===== src/rtl/arm_pkg.sv =====
// arm_pkg: shared ALU encodings, NZCV bit positions and the control bundle type
package arm_pkg;
    localparam logic [3:0] EXE_CMD_NOP = 4'b0000;
    localparam logic [3:0] EXE_CMD_MOV = 4'b0001;
    localparam logic [3:0] EXE_CMD_ADD = 4'b0010;
    localparam logic [3:0] EXE_CMD_ADC = 4'b0011;
    localparam logic [3:0] EXE_CMD_SUB = 4'b0100;
    localparam logic [3:0] EXE_CMD_SBC = 4'b0101;
    localparam logic [3:0] EXE_CMD_AND = 4'b0110;
    localparam logic [3:0] EXE_CMD_ORR = 4'b0111;
    localparam logic [3:0] EXE_CMD_EOR = 4'b1000;
    localparam logic [3:0] EXE_CMD_MVN = 4'b1001;

    localparam int NZCV_N = 3;
    localparam int NZCV_Z = 2;
    localparam int NZCV_C = 1;
    localparam int NZCV_V = 0;

    typedef struct packed {
        logic wb_en;
        logic mem_r_en;
        logic mem_w_en;
        logic s;
        logic b;
    } ctrl_t;

    function automatic ctrl_t gate_ctrl(input ctrl_t c, input logic en);
        return en ? c : '0;
    endfunction
endpackage


===== src/rtl/id_ex_stage_reg_if.sv =====
// id_ex_stage_reg_if: ID-side inputs, EX-side outputs and pipeline controls of the ID/EX register
interface id_ex_stage_reg_if #(
    parameter int DATA_W = 32,
    parameter int CNT_W  = 16
);
    logic              freeze, flush, cond_ok;
    logic              id_valid, id_wb_en, id_mem_r_en, id_mem_w_en, id_s, id_b, id_imm;
    logic [DATA_W-1:0] id_pc, id_val_rn, id_val_rm;
    logic [3:0]        id_exe_cmd, id_dest, id_src1, id_src2, id_status;
    logic [11:0]       id_shift_operand;
    logic [23:0]       id_simm24;
    logic              ex_valid, ex_wb_en, ex_mem_r_en, ex_mem_w_en, ex_s, ex_b, ex_imm;
    logic [DATA_W-1:0] ex_pc, ex_val_rn, ex_val_rm;
    logic [3:0]        ex_exe_cmd, ex_dest, ex_src1, ex_src2, ex_status;
    logic [11:0]       ex_shift_operand;
    logic [23:0]       ex_simm24;
    logic [CNT_W-1:0]  squash_cnt;

    modport master (
        output freeze, flush, cond_ok, id_valid, id_wb_en, id_mem_r_en, id_mem_w_en, id_s, id_b,
               id_imm, id_pc, id_val_rn, id_val_rm, id_exe_cmd, id_dest, id_src1, id_src2,
               id_status, id_shift_operand, id_simm24,
        input  ex_valid, ex_wb_en, ex_mem_r_en, ex_mem_w_en, ex_s, ex_b, ex_imm, ex_pc,
               ex_val_rn, ex_val_rm, ex_exe_cmd, ex_dest, ex_src1, ex_src2, ex_status,
               ex_shift_operand, ex_simm24, squash_cnt
    );

    modport slave (
        input  freeze, flush, cond_ok, id_valid, id_wb_en, id_mem_r_en, id_mem_w_en, id_s, id_b,
               id_imm, id_pc, id_val_rn, id_val_rm, id_exe_cmd, id_dest, id_src1, id_src2,
               id_status, id_shift_operand, id_simm24,
        output ex_valid, ex_wb_en, ex_mem_r_en, ex_mem_w_en, ex_s, ex_b, ex_imm, ex_pc,
               ex_val_rn, ex_val_rm, ex_exe_cmd, ex_dest, ex_src1, ex_src2, ex_status,
               ex_shift_operand, ex_simm24, squash_cnt
    );
endinterface


===== src/rtl/pipe_field_reg.sv =====
// pipe_field_reg: pipeline register with reset > flush > freeze > load priority
module pipe_field_reg #(
    parameter int W         = 8,
    parameter bit FLUSH_CLR = 1'b1
) (
    input  logic         clk,
    input  logic         rst,
    input  logic         flush_i,
    input  logic         freeze_i,
    input  logic [W-1:0] d_i,
    output logic [W-1:0] q_o
);
    logic [W-1:0] q_q, q_d;

    always_comb q_d = flush_i ? (FLUSH_CLR ? '0 : d_i) : freeze_i ? q_q : d_i;

    always_ff @(posedge clk) begin
        if (rst) q_q <= '0;
        else     q_q <= q_d;
    end

    assign q_o = q_q;
endmodule


===== src/rtl/id_ex_stage_reg.sv =====
// id_ex_stage_reg: ID/EX pipeline register that squashes side effects of condition-failed instructions
module id_ex_stage_reg
    import arm_pkg::*;
#(
    parameter int DATA_W = 32,
    parameter int CNT_W  = 16
) (
    input  logic          clk,
    input  logic          rst,
    id_ex_stage_reg_if.slave bus
);
    localparam int DW = 3 * DATA_W + 57;

    logic [DW-1:0]    data_q;
    logic [5:0]       ctrl_q;
    logic [CNT_W-1:0] cnt_q, cnt_d;
    ctrl_t            id_ctrl;
    logic             exec, load;

    assign id_ctrl = '{bus.id_wb_en, bus.id_mem_r_en, bus.id_mem_w_en, bus.id_s, bus.id_b};
    assign exec    = bus.id_valid & bus.cond_ok;
    assign load    = ~bus.flush & ~bus.freeze;

    pipe_field_reg #(.W(DW), .FLUSH_CLR(1'b0)) u_data (
        .clk      (clk),
        .rst      (rst),
        .flush_i  (bus.flush),
        .freeze_i (bus.freeze),
        .d_i      ({bus.id_pc, bus.id_val_rn, bus.id_val_rm, bus.id_exe_cmd, bus.id_imm,
                    bus.id_shift_operand, bus.id_simm24, bus.id_dest, bus.id_src1,
                    bus.id_src2, bus.id_status}),
        .q_o      (data_q)
    );

    pipe_field_reg #(.W(6), .FLUSH_CLR(1'b1)) u_ctrl (
        .clk      (clk),
        .rst      (rst),
        .flush_i  (bus.flush),
        .freeze_i (bus.freeze),
        .d_i      ({bus.id_valid, gate_ctrl(id_ctrl, exec)}),
        .q_o      (ctrl_q)
    );

    assign {bus.ex_pc, bus.ex_val_rn, bus.ex_val_rm, bus.ex_exe_cmd, bus.ex_imm,
            bus.ex_shift_operand, bus.ex_simm24, bus.ex_dest, bus.ex_src1,
            bus.ex_src2, bus.ex_status} = data_q;
    assign {bus.ex_valid, bus.ex_wb_en, bus.ex_mem_r_en, bus.ex_mem_w_en,
            bus.ex_s, bus.ex_b} = ctrl_q;

    // Counts only instructions actually leaving ID; saturates instead of wrapping
    always_comb cnt_d = (load && bus.id_valid && !bus.cond_ok && cnt_q != '1) ? cnt_q + 1'b1 : cnt_q;

    always_ff @(posedge clk) begin
        if (rst) cnt_q <= '0;
        else     cnt_q <= cnt_d;
    end

    assign bus.squash_cnt = cnt_q;
endmodule

===== src/flat_wrapper.sv =====
// flat-port wrapper written by rule: the top's interface ports become plain ports
module id_ex_stage_reg_flat import arm_pkg::*;
#(
    parameter int DATA_W = 32,
    parameter int CNT_W  = 16
)
  (clk, rst, bus_freeze, bus_flush, bus_cond_ok, bus_id_valid, bus_id_wb_en, bus_id_mem_r_en, bus_id_mem_w_en, bus_id_s, bus_id_b, bus_id_imm, bus_id_pc, bus_id_val_rn, bus_id_val_rm, bus_id_exe_cmd, bus_id_dest, bus_id_src1, bus_id_src2, bus_id_status, bus_id_shift_operand, bus_id_simm24, bus_ex_valid, bus_ex_wb_en, bus_ex_mem_r_en, bus_ex_mem_w_en, bus_ex_s, bus_ex_b, bus_ex_imm, bus_ex_pc, bus_ex_val_rn, bus_ex_val_rm, bus_ex_exe_cmd, bus_ex_dest, bus_ex_src1, bus_ex_src2, bus_ex_status, bus_ex_shift_operand, bus_ex_simm24, bus_squash_cnt);
  id_ex_stage_reg_if #(.DATA_W(DATA_W), .CNT_W(CNT_W)) bus_i ();
  input  logic clk;
  input  logic rst;
  input wire logic [$bits(bus_i.freeze)-1:0] bus_freeze;
  input wire logic [$bits(bus_i.flush)-1:0] bus_flush;
  input wire logic [$bits(bus_i.cond_ok)-1:0] bus_cond_ok;
  input wire logic [$bits(bus_i.id_valid)-1:0] bus_id_valid;
  input wire logic [$bits(bus_i.id_wb_en)-1:0] bus_id_wb_en;
  input wire logic [$bits(bus_i.id_mem_r_en)-1:0] bus_id_mem_r_en;
  input wire logic [$bits(bus_i.id_mem_w_en)-1:0] bus_id_mem_w_en;
  input wire logic [$bits(bus_i.id_s)-1:0] bus_id_s;
  input wire logic [$bits(bus_i.id_b)-1:0] bus_id_b;
  input wire logic [$bits(bus_i.id_imm)-1:0] bus_id_imm;
  input wire logic [$bits(bus_i.id_pc)-1:0] bus_id_pc;
  input wire logic [$bits(bus_i.id_val_rn)-1:0] bus_id_val_rn;
  input wire logic [$bits(bus_i.id_val_rm)-1:0] bus_id_val_rm;
  input wire logic [$bits(bus_i.id_exe_cmd)-1:0] bus_id_exe_cmd;
  input wire logic [$bits(bus_i.id_dest)-1:0] bus_id_dest;
  input wire logic [$bits(bus_i.id_src1)-1:0] bus_id_src1;
  input wire logic [$bits(bus_i.id_src2)-1:0] bus_id_src2;
  input wire logic [$bits(bus_i.id_status)-1:0] bus_id_status;
  input wire logic [$bits(bus_i.id_shift_operand)-1:0] bus_id_shift_operand;
  input wire logic [$bits(bus_i.id_simm24)-1:0] bus_id_simm24;
  output wire logic [$bits(bus_i.ex_valid)-1:0] bus_ex_valid;
  output wire logic [$bits(bus_i.ex_wb_en)-1:0] bus_ex_wb_en;
  output wire logic [$bits(bus_i.ex_mem_r_en)-1:0] bus_ex_mem_r_en;
  output wire logic [$bits(bus_i.ex_mem_w_en)-1:0] bus_ex_mem_w_en;
  output wire logic [$bits(bus_i.ex_s)-1:0] bus_ex_s;
  output wire logic [$bits(bus_i.ex_b)-1:0] bus_ex_b;
  output wire logic [$bits(bus_i.ex_imm)-1:0] bus_ex_imm;
  output wire logic [$bits(bus_i.ex_pc)-1:0] bus_ex_pc;
  output wire logic [$bits(bus_i.ex_val_rn)-1:0] bus_ex_val_rn;
  output wire logic [$bits(bus_i.ex_val_rm)-1:0] bus_ex_val_rm;
  output wire logic [$bits(bus_i.ex_exe_cmd)-1:0] bus_ex_exe_cmd;
  output wire logic [$bits(bus_i.ex_dest)-1:0] bus_ex_dest;
  output wire logic [$bits(bus_i.ex_src1)-1:0] bus_ex_src1;
  output wire logic [$bits(bus_i.ex_src2)-1:0] bus_ex_src2;
  output wire logic [$bits(bus_i.ex_status)-1:0] bus_ex_status;
  output wire logic [$bits(bus_i.ex_shift_operand)-1:0] bus_ex_shift_operand;
  output wire logic [$bits(bus_i.ex_simm24)-1:0] bus_ex_simm24;
  output wire logic [$bits(bus_i.squash_cnt)-1:0] bus_squash_cnt;
  assign bus_i.freeze = bus_freeze;
  assign bus_i.flush = bus_flush;
  assign bus_i.cond_ok = bus_cond_ok;
  assign bus_i.id_valid = bus_id_valid;
  assign bus_i.id_wb_en = bus_id_wb_en;
  assign bus_i.id_mem_r_en = bus_id_mem_r_en;
  assign bus_i.id_mem_w_en = bus_id_mem_w_en;
  assign bus_i.id_s = bus_id_s;
  assign bus_i.id_b = bus_id_b;
  assign bus_i.id_imm = bus_id_imm;
  assign bus_i.id_pc = bus_id_pc;
  assign bus_i.id_val_rn = bus_id_val_rn;
  assign bus_i.id_val_rm = bus_id_val_rm;
  assign bus_i.id_exe_cmd = bus_id_exe_cmd;
  assign bus_i.id_dest = bus_id_dest;
  assign bus_i.id_src1 = bus_id_src1;
  assign bus_i.id_src2 = bus_id_src2;
  assign bus_i.id_status = bus_id_status;
  assign bus_i.id_shift_operand = bus_id_shift_operand;
  assign bus_i.id_simm24 = bus_id_simm24;
  assign bus_ex_valid = bus_i.ex_valid;
  assign bus_ex_wb_en = bus_i.ex_wb_en;
  assign bus_ex_mem_r_en = bus_i.ex_mem_r_en;
  assign bus_ex_mem_w_en = bus_i.ex_mem_w_en;
  assign bus_ex_s = bus_i.ex_s;
  assign bus_ex_b = bus_i.ex_b;
  assign bus_ex_imm = bus_i.ex_imm;
  assign bus_ex_pc = bus_i.ex_pc;
  assign bus_ex_val_rn = bus_i.ex_val_rn;
  assign bus_ex_val_rm = bus_i.ex_val_rm;
  assign bus_ex_exe_cmd = bus_i.ex_exe_cmd;
  assign bus_ex_dest = bus_i.ex_dest;
  assign bus_ex_src1 = bus_i.ex_src1;
  assign bus_ex_src2 = bus_i.ex_src2;
  assign bus_ex_status = bus_i.ex_status;
  assign bus_ex_shift_operand = bus_i.ex_shift_operand;
  assign bus_ex_simm24 = bus_i.ex_simm24;
  assign bus_squash_cnt = bus_i.squash_cnt;
  id_ex_stage_reg #(.DATA_W(DATA_W), .CNT_W(CNT_W)) u_core (.clk(clk), .rst(rst), .bus(bus_i));
endmodule

===== config.mk =====
export PLATFORM = sky130hd
export DESIGN_NAME = id_ex_stage_reg_flat
export DESIGN_NICKNAME = d
export VERILOG_FILES = /design/src/rtl/arm_pkg.sv /design/src/rtl/id_ex_stage_reg_if.sv /design/src/rtl/pipe_field_reg.sv /design/src/rtl/id_ex_stage_reg.sv /design/src/flat_wrapper.sv
export SDC_FILE = /design/constraint.sdc
export NUM_CORES = 1
export LEC_CHECK = 0
export BUFFER_PORTS_ARGS = -buffer_cell sky130_fd_sc_hd__buf_4
export CORE_AREA = 2 2 130 132
export DETAILED_ROUTE_END_ITERATION = 6
export DIE_AREA = 0 0 132 134
export MAX_ROUTING_LAYER = met4
export PLACE_DENSITY_LB_ADDON = 0.2
export REMOVE_ABC_BUFFERS = 1
export SYNTH_ARGS = -nofsm -noshare
export SYNTH_HDL_FRONTEND = slang
export SYNTH_SLANG_ARGS = --single-unit

===== constraint.sdc =====
create_clock -name clk -period 2.3 [get_ports clk]
set_clock_uncertainty 0.15 [all_clocks]
set_input_delay 0.23 -clock clk [delete_from_list [all_inputs] [get_ports clk]]
set_output_delay 0.23 -clock clk [all_outputs]
set_load 0.01 [all_outputs]

[Word level (Yosys, flattened, before mapping)]
Index checks and enable logic that the tools add are counted.
Word-level totals
  bits in registers: 175
  latch bits: 0
  RAM bits: 0
  memory bits (read-only): 0
  bits of input ports: 164
  output and inout port bits: 175
  logic and storage cells: 18
  memories kept: 0
Operators by class
  $add $sub $neg: 1
  multipliers: 0
  divide/modulo/power cells: 0
  $lt $le $gt $ge: 0
  equal/unequal tests: 2
  shift-type cells: 0
  muxes and demuxes: 3
  bitwise gates (word level): 4
  reductions and logical operators: 5
Operators by type and width (number)
  $mux 153: 2
  $add 16x1->16 const B: 1
  $ne 16x16->1 const B: 1
  $mux 5: 1
  $logic_and 1x1->1: 3
  $and 1x1->1: 2
  $ne 2x1->1 const B: 1
  $not 1->1: 2
  $reduce_or 2->1: 1
  $logic_not 1->1: 1

[Logic depth before layout (Yosys ltp)]
  depth in word-level cells: 5
  depth in mapped cells: 6
  gate-level depth less buffers: 5

[Hierarchy]
A second synthesis with hierarchy kept.
Unflattened totals
  cells, all modules: 821
  area total of the unflattened synthesis: 8190.4 um2
By module, submodules not included
  pipe_field_reg at u_core.u_data: times used 1, cells an instance 698, area each 7093.1 um2, sequential area each 3062.9 um2
  id_ex_stage_reg: times used 1, cells an instance 102, area each 878.3 um2, sequential area each 320.3 um2
  pipe_field_reg at u_core.u_ctrl: times used 1, cells an instance 21, area each 219.0 um2, sequential area each 120.1 um2

[Worst setup path before layout]
OpenSTA, ideal clock, no wires.
  path kind: input -> register
  from: input bus_freeze
  to: register u_core.cnt_q[9], in the netlist u_core.bus.squash_cnt[9]
  setup time: 0.070 ns
  arrival time: 1.828 ns
  required time: 2.080 ns
  path slack: 0.252 ns
  stages: 5
  path buffers: 1
  path through: or4b_1 or3_1 clkbuf_2 or4_1 a21oi_1
On the way
  cells in the longest elaborated chain, start to end: 5
Ends and longest elaborated chain
  from (decl): RTL line flat_wrapper.sv:11  | input wire logic [$bits(bus_i.freeze)-1:0] bus_freeze;
  $not 1->1: RTL line id_ex_stage_reg.sv:22  | assign load = ~bus.flush & ~bus.freeze;
  $and 1x1->1: RTL line id_ex_stage_reg.sv:22
  $logic_and 1x1->1 (3 in a row): RTL line id_ex_stage_reg.sv:51  | always_comb cnt_d = (load && bus.id_valid && !bus.cond_ok && cnt_q != '1) ? cnt_q + 1'b1 : cnt_q;
  to (signal assigned): RTL line id_ex_stage_reg.sv:55  | else cnt_q <= cnt_d;
  to (decl): RTL line id_ex_stage_reg.sv:16  | logic [CNT_W-1:0] cnt_q, cnt_d;
No other way between the ends.
A chain may end at the register's enable or synchronous reset.

[Final worst setup path]
  from: register u_core.cnt_q[0], in the netlist u_core.bus.squash_cnt[0]
  to: register u_core.cnt_q[14], in the netlist u_core.bus.squash_cnt[14]
On the way
  cells in the longest elaborated chain, start to end: 2
  elaborated cells on any way between the ends: 3
  those cells by class: add/sub: 1; eq/ne: 1; reduce/logical: 1
Ends and longest elaborated chain
  branches (longest 2 deep; another with $add 16x1->16)
Parallel ways; which one is timed is not known.

==> impl_results.html <==
<table>
<tr><th>Metric</th><th>Value</th></tr>
<tr><th colspan="2">Outcome</th></tr>
<tr><td>Outcome</td><td>complete, no violations</td></tr>
<tr><th colspan="2">Detailed routing</th></tr>
<tr><td>Post-DR wirelength/cell</td><td>between 10 and 15 microns</td></tr>
<tr><td>Vias</td><td>around 7000</td></tr>
<tr><td>Drt total wl</td><td>~22 mm</td></tr>
<tr><td>First-pass DRT Iterations</td><td>4</td></tr>
<tr><td>First-iteration detailed-routing DRC count</td><td>304</td></tr>
<tr><td>Remaining routing DRC violations</td><td>0</td></tr>
<tr><td>Post-route antenna net violation count</td><td>0</td></tr>
<tr><td>Vias per Instance</td><td>roughly 4.7</td></tr>
<tr><th colspan="2">Clocking</th></tr>
<tr><td>CTS Sinks</td><td>175</td></tr>
<tr><td>Number of clock buffers inserted by TritonCTS</td><td>17</td></tr>
<tr><td>Worst-path clk slew</td><td>approximately 0.070 ns</td></tr>
<tr><td>TritonCTS clock tree</td><td>built</td></tr>
<tr><td>H-tree Lvls</td><td>4</td></tr>
<tr><td>Cell at the root of the clock tree</td><td>sky130_fd_sc_hd__clkbuf_16</td></tr>
<tr><td>CTS Buffer Depth</td><td>2</td></tr>
<tr><td>Buffers inserted by post-CTS timing repair</td><td>0</td></tr>
<tr><td>Worst skew pair latency</td><td>0.42 ns</td></tr>
<tr><th colspan="2">Final layout</th></tr>
<tr><td>Antenna diode count</td><td>0</td></tr>
<tr><td>Most common cell after layout, fill and taps aside</td><td>sky130_fd_sc_hd__buf_4</td></tr>
<tr><td>Fillers</td><td>around 1200</td></tr>
<tr><td>Top library cells by usage in the layout, fill and taps aside</td><td>348 x sky130_fd_sc_hd__buf_4, 313 x sky130_fd_sc_hd__nand2_1, 175 x sky130_fd_sc_hd__dfxtp_1, 168 x sky130_fd_sc_hd__a21oi_1, 154 x sky130_fd_sc_hd__dlygate4sd3_1</td></tr>
<tr><td>Number of nets in the final layout</td><td>1429</td></tr>
<tr><td>Area added between synthesis and finish</td><td>79.29%</td></tr>
<tr><td>Share of cells above drive strength 1</td><td>between 30 and 40%</td></tr>
<tr><td>Share of the core filled with cells in the final layout</td><td>between 60% and 70%</td></tr>
<tr><th colspan="2">Global routing</th></tr>
<tr><td>Global-route wire length before repair</td><td>roughly 35 mm</td></tr>
<tr><td>GRT Residual Overflow</td><td>0</td></tr>
<tr><td>Met1 track demand over resource in global routing</td><td>a little over a quarter</td></tr>
<tr><td>Via count of the first global-routing pass</td><td>slightly below 7000</td></tr>
<tr><td>Largest net degree at the start of global routing</td><td>77</td></tr>
<tr><td>Global-route met2 utilization</td><td>43.29%</td></tr>
<tr><td>Number of antenna violations at the first check in global routing</td><td>0</td></tr>
<tr><td>Global Route Usage Sum</td><td>between 20% and 30%</td></tr>
<tr><td>GRT met3 Usage</td><td>6.689%</td></tr>
<tr><td>Layer with the highest usage after global routing</td><td>met2</td></tr>
<tr><th colspan="2">Synth</th></tr>
<tr><td>Number of enable-type register cells in the synthesized netlist</td><td>0</td></tr>
<tr><td>Async S/R FF share, synth</td><td>0%</td></tr>
<tr><td>Average footprint of a synthesized cell</td><td>7.880 sq um</td></tr>
<tr><td>Netlist area before placement</td><td>between 6000 and 7000 sq um</td></tr>
<tr><td>Fraction of the yosys area taken by sequential cells</td><td>about 56%</td></tr>
<tr><td>Predominant post-synthesis flop cell</td><td>sky130_fd_sc_hd__dfxtp_1</td></tr>
<tr><td>YS warnings</td><td>0</td></tr>
<tr><td>Flops &amp; latches, synth</td><td>175</td></tr>
<tr><td>Cell variety after synth</td><td>30</td></tr>
<tr><td>Synthesized instance count</td><td>793</td></tr>
<tr><th colspan="2">Floorplan</th></tr>
<tr><td>Initial standard-cell utilization of the core</td><td>a little under two fifths</td></tr>
<tr><td>Number of placed I/O pins</td><td>between 300 and 400</td></tr>
<tr><td>Die span in x</td><td>approximately 130 microns</td></tr>
<tr><td>Die Footprint</td><td>about 18000 sq um</td></tr>
<tr><td>Overall die height</td><td>approximately 130 microns</td></tr>
<tr><td>Core area</td><td>between 15000 and 20000 sq um</td></tr>
<tr><td>Number of placement rows</td><td>47</td></tr>
<tr><th colspan="2">Setup path</th></tr>
<tr><td>Worst setup EP type</td><td>flip-flop</td></tr>
<tr><td>Required time reported for the critical path endpoint</td><td>roughly 2.5 ns</td></tr>
<tr><td>Crit-path max FO</td><td>6</td></tr>
<tr><td>Worst endpoint data arrival time</td><td>between 2 and 2.5 ns</td></tr>
<tr><td>Crit Path Category</td><td>reg -&gt; reg</td></tr>
<tr><td>Sort of element at the start of the critical path</td><td>flip-flop</td></tr>
<tr><th colspan="2">STA</th></tr>
<tr><td>Total count of hold-check failures in the final report</td><td>0</td></tr>
<tr><td>Sum Neg Setup Slack</td><td>0 ns</td></tr>
<tr><td>Worst-Margin Slew</td><td>0.6100 ns</td></tr>
<tr><td>Maximum clock rate</td><td>496.7 MHz</td></tr>
<tr><td>Unrepaired setup endpoints after global routing</td><td>false</td></tr>
<tr><td>Post-layout min period</td><td>approximately 2 ns</td></tr>
<tr><td># setup viols final</td><td>0</td></tr>
<tr><td>Final clock period utilization by the worst path</td><td>around 88%</td></tr>
<tr><td>Relative max-transition margin</td><td>between 50% and 60%</td></tr>
<tr><td>Max Slew Vio Count</td><td>0</td></tr>
<tr><th colspan="2">Job</th></tr>
<tr><td>Max cap viols</td><td>0</td></tr>
<tr><th colspan="2">Power and ir drop</th></tr>
<tr><td>Power density over the cells</td><td>649.5 nW/um^2</td></tr>
<tr><td>Static leakage</td><td>just over 5 nW</td></tr>
<tr><td>Worst vdd rail ir drop</td><td>0.0004935 V</td></tr>
<tr><td>Total power consumption of the routed design</td><td>7.277 mW</td></tr>
<tr><th colspan="2">Placement</th></tr>
<tr><td>RD Place Congestion</td><td>approximately 0.8</td></tr>
<tr><td>Number of buffer cells added on primary ports</td><td>338</td></tr>
<tr><td>Placed wire-length estimate</td><td>13.89 mm</td></tr>
<tr><th colspan="2">Hold path</th></tr>
<tr><td>Worst hold path class</td><td>in -&gt; reg</td></tr>
</table>
-- state kept, by name (all words and copies together), names as in the netlist --
signal / flops
u_core.u_ctrl.q_o: 6
u_core.u_data.q_o: 153
u_core.bus.squash_cnt: 16
-- what timing repair did --
action,4_1_cts,5_1_grt
hold buffers,154,0
endpoints found under the hold margin,154,0
gates resized for setup,0,0
-- cell families (layout without fill, tap and decap cells) --
logic type	count (synthesis)	in the layout	synth area share (%)
AOI/OAI and AO/OA	180	180	14.68
adders and majority gates	1	1	0.2002
buffers and inverters	60	543	3.624
DFF	175	175	56.07
muxes	5	5	0.8810
and+or+nand+nor	372	372	24.55
-- area by class of cell --
| class | instances | area [sq um] | area share [%] |
|---|---|---|---|
| Multi-Input combinational cell | 558 | 2534 | 22.62 |
| Inverter | 2 | 7.507 | 0.06701 |
| Clock buffer | 19 | 432.9 | 3.864 |
| Timing Repair Buffer | 510 | 4314 | 38.51 |
| Sequential cell | 175 | 3503 | 31.27 |
| Tap cell | 220 | 275.3 | 2.457 |
| Clock inverter | 12 | 136.4 | 1.217 |
-- per-stage QoR --
stage               instances  worst slack (ns)  area (sq um)  hold WS [ns]
CTS                      1496            0.2685         11200       0.03997
global placement         1311          -0.01301          9092        0.2882
detailed placement       1311          -0.03753          9092        0.2937
global route             1496            0.1646         11200       0.07548
finish                   1496            0.2865         11200       0.06229
floorplan                 735            -3.393          6030        0.1491
-- synth_stat cells (2+ instances only) --
cell type                  count  area, sq um
sky130_fd_sc_hd__inv_1         2        7.510
sky130_fd_sc_hd__clkbuf_1     53        198.9
sky130_fd_sc_hd__o21ai_0       5        25.02
sky130_fd_sc_hd__nand4_1       5        31.28
sky130_fd_sc_hd__nor2_1       12        45.04
sky130_fd_sc_hd__dfxtp_1     175         3503
sky130_fd_sc_hd__nand2b_1      2        12.51
sky130_fd_sc_hd__or3_1         7        43.79
sky130_fd_sc_hd__buf_1         4        15.01
sky130_fd_sc_hd__nand3_1       4        20.02
sky130_fd_sc_hd__nand2_1     313         1175
sky130_fd_sc_hd__o31ai_1       5        37.54
sky130_fd_sc_hd__nor3_1        2        10.01
sky130_fd_sc_hd__nor2b_1       5        31.28
sky130_fd_sc_hd__nor3b_1       5        37.54
sky130_fd_sc_hd__or4_1         4        30.03
sky130_fd_sc_hd__nor4_1        6        37.54
sky130_fd_sc_hd__mux2_2        4        45.04
sky130_fd_sc_hd__a21oi_1     168        840.8
sky130_fd_sc_hd__or2_2         2        12.51
-- worst max-delay path, stage by stage, from the launching register on --
cell and delay [ns]:
sky130_fd_sc_hd__dfxtp_1 0.41, sky130_fd_sc_hd__ha_1 0.20, sky130_fd_sc_hd__nand3_1 0.10, sky130_fd_sc_hd__or3_1 0.40
sky130_fd_sc_hd__nor4_1 0.29, sky130_fd_sc_hd__mux2_2 0.36
-- worst paths after layout --
check	start	end	slack [ns]	cells after the start
max	u_core.bus.squash_cnt[0]	u_core.bus.squash_cnt[14]	0.29	5
min reg2reg	u_core.u_data.q_o[2]	u_core.u_data.q_o[2]	0.30	2
min	bus_id_mem_r_en	u_core.u_ctrl.q_o[3]	0.06	4
max reg2reg	u_core.bus.squash_cnt[0]	u_core.bus.squash_cnt[14]	0.29	5
-- power breakdown --
group / leakage [nW] / internal, mW / switching [mW] / total, mW
registers: 1.45 / 3.20 / 0.0852 / 3.29
clock network: 0.275 / 1.60 / 1.20 / 2.80
logic: 3.40 / 0.674 / 0.514 / 1.19
-- layer usage --
| layer | part of all wire [%] | wire [microns] |
|---|---|---|
| met1 | 40 | 8788 |
| met3 | 6.4 | 1411 |
| met5 | 0 | 0 |
| met4 | 3.1 | 690 |
| met2 | 50 | 11110 |
(Power assumes the default switching activity.)
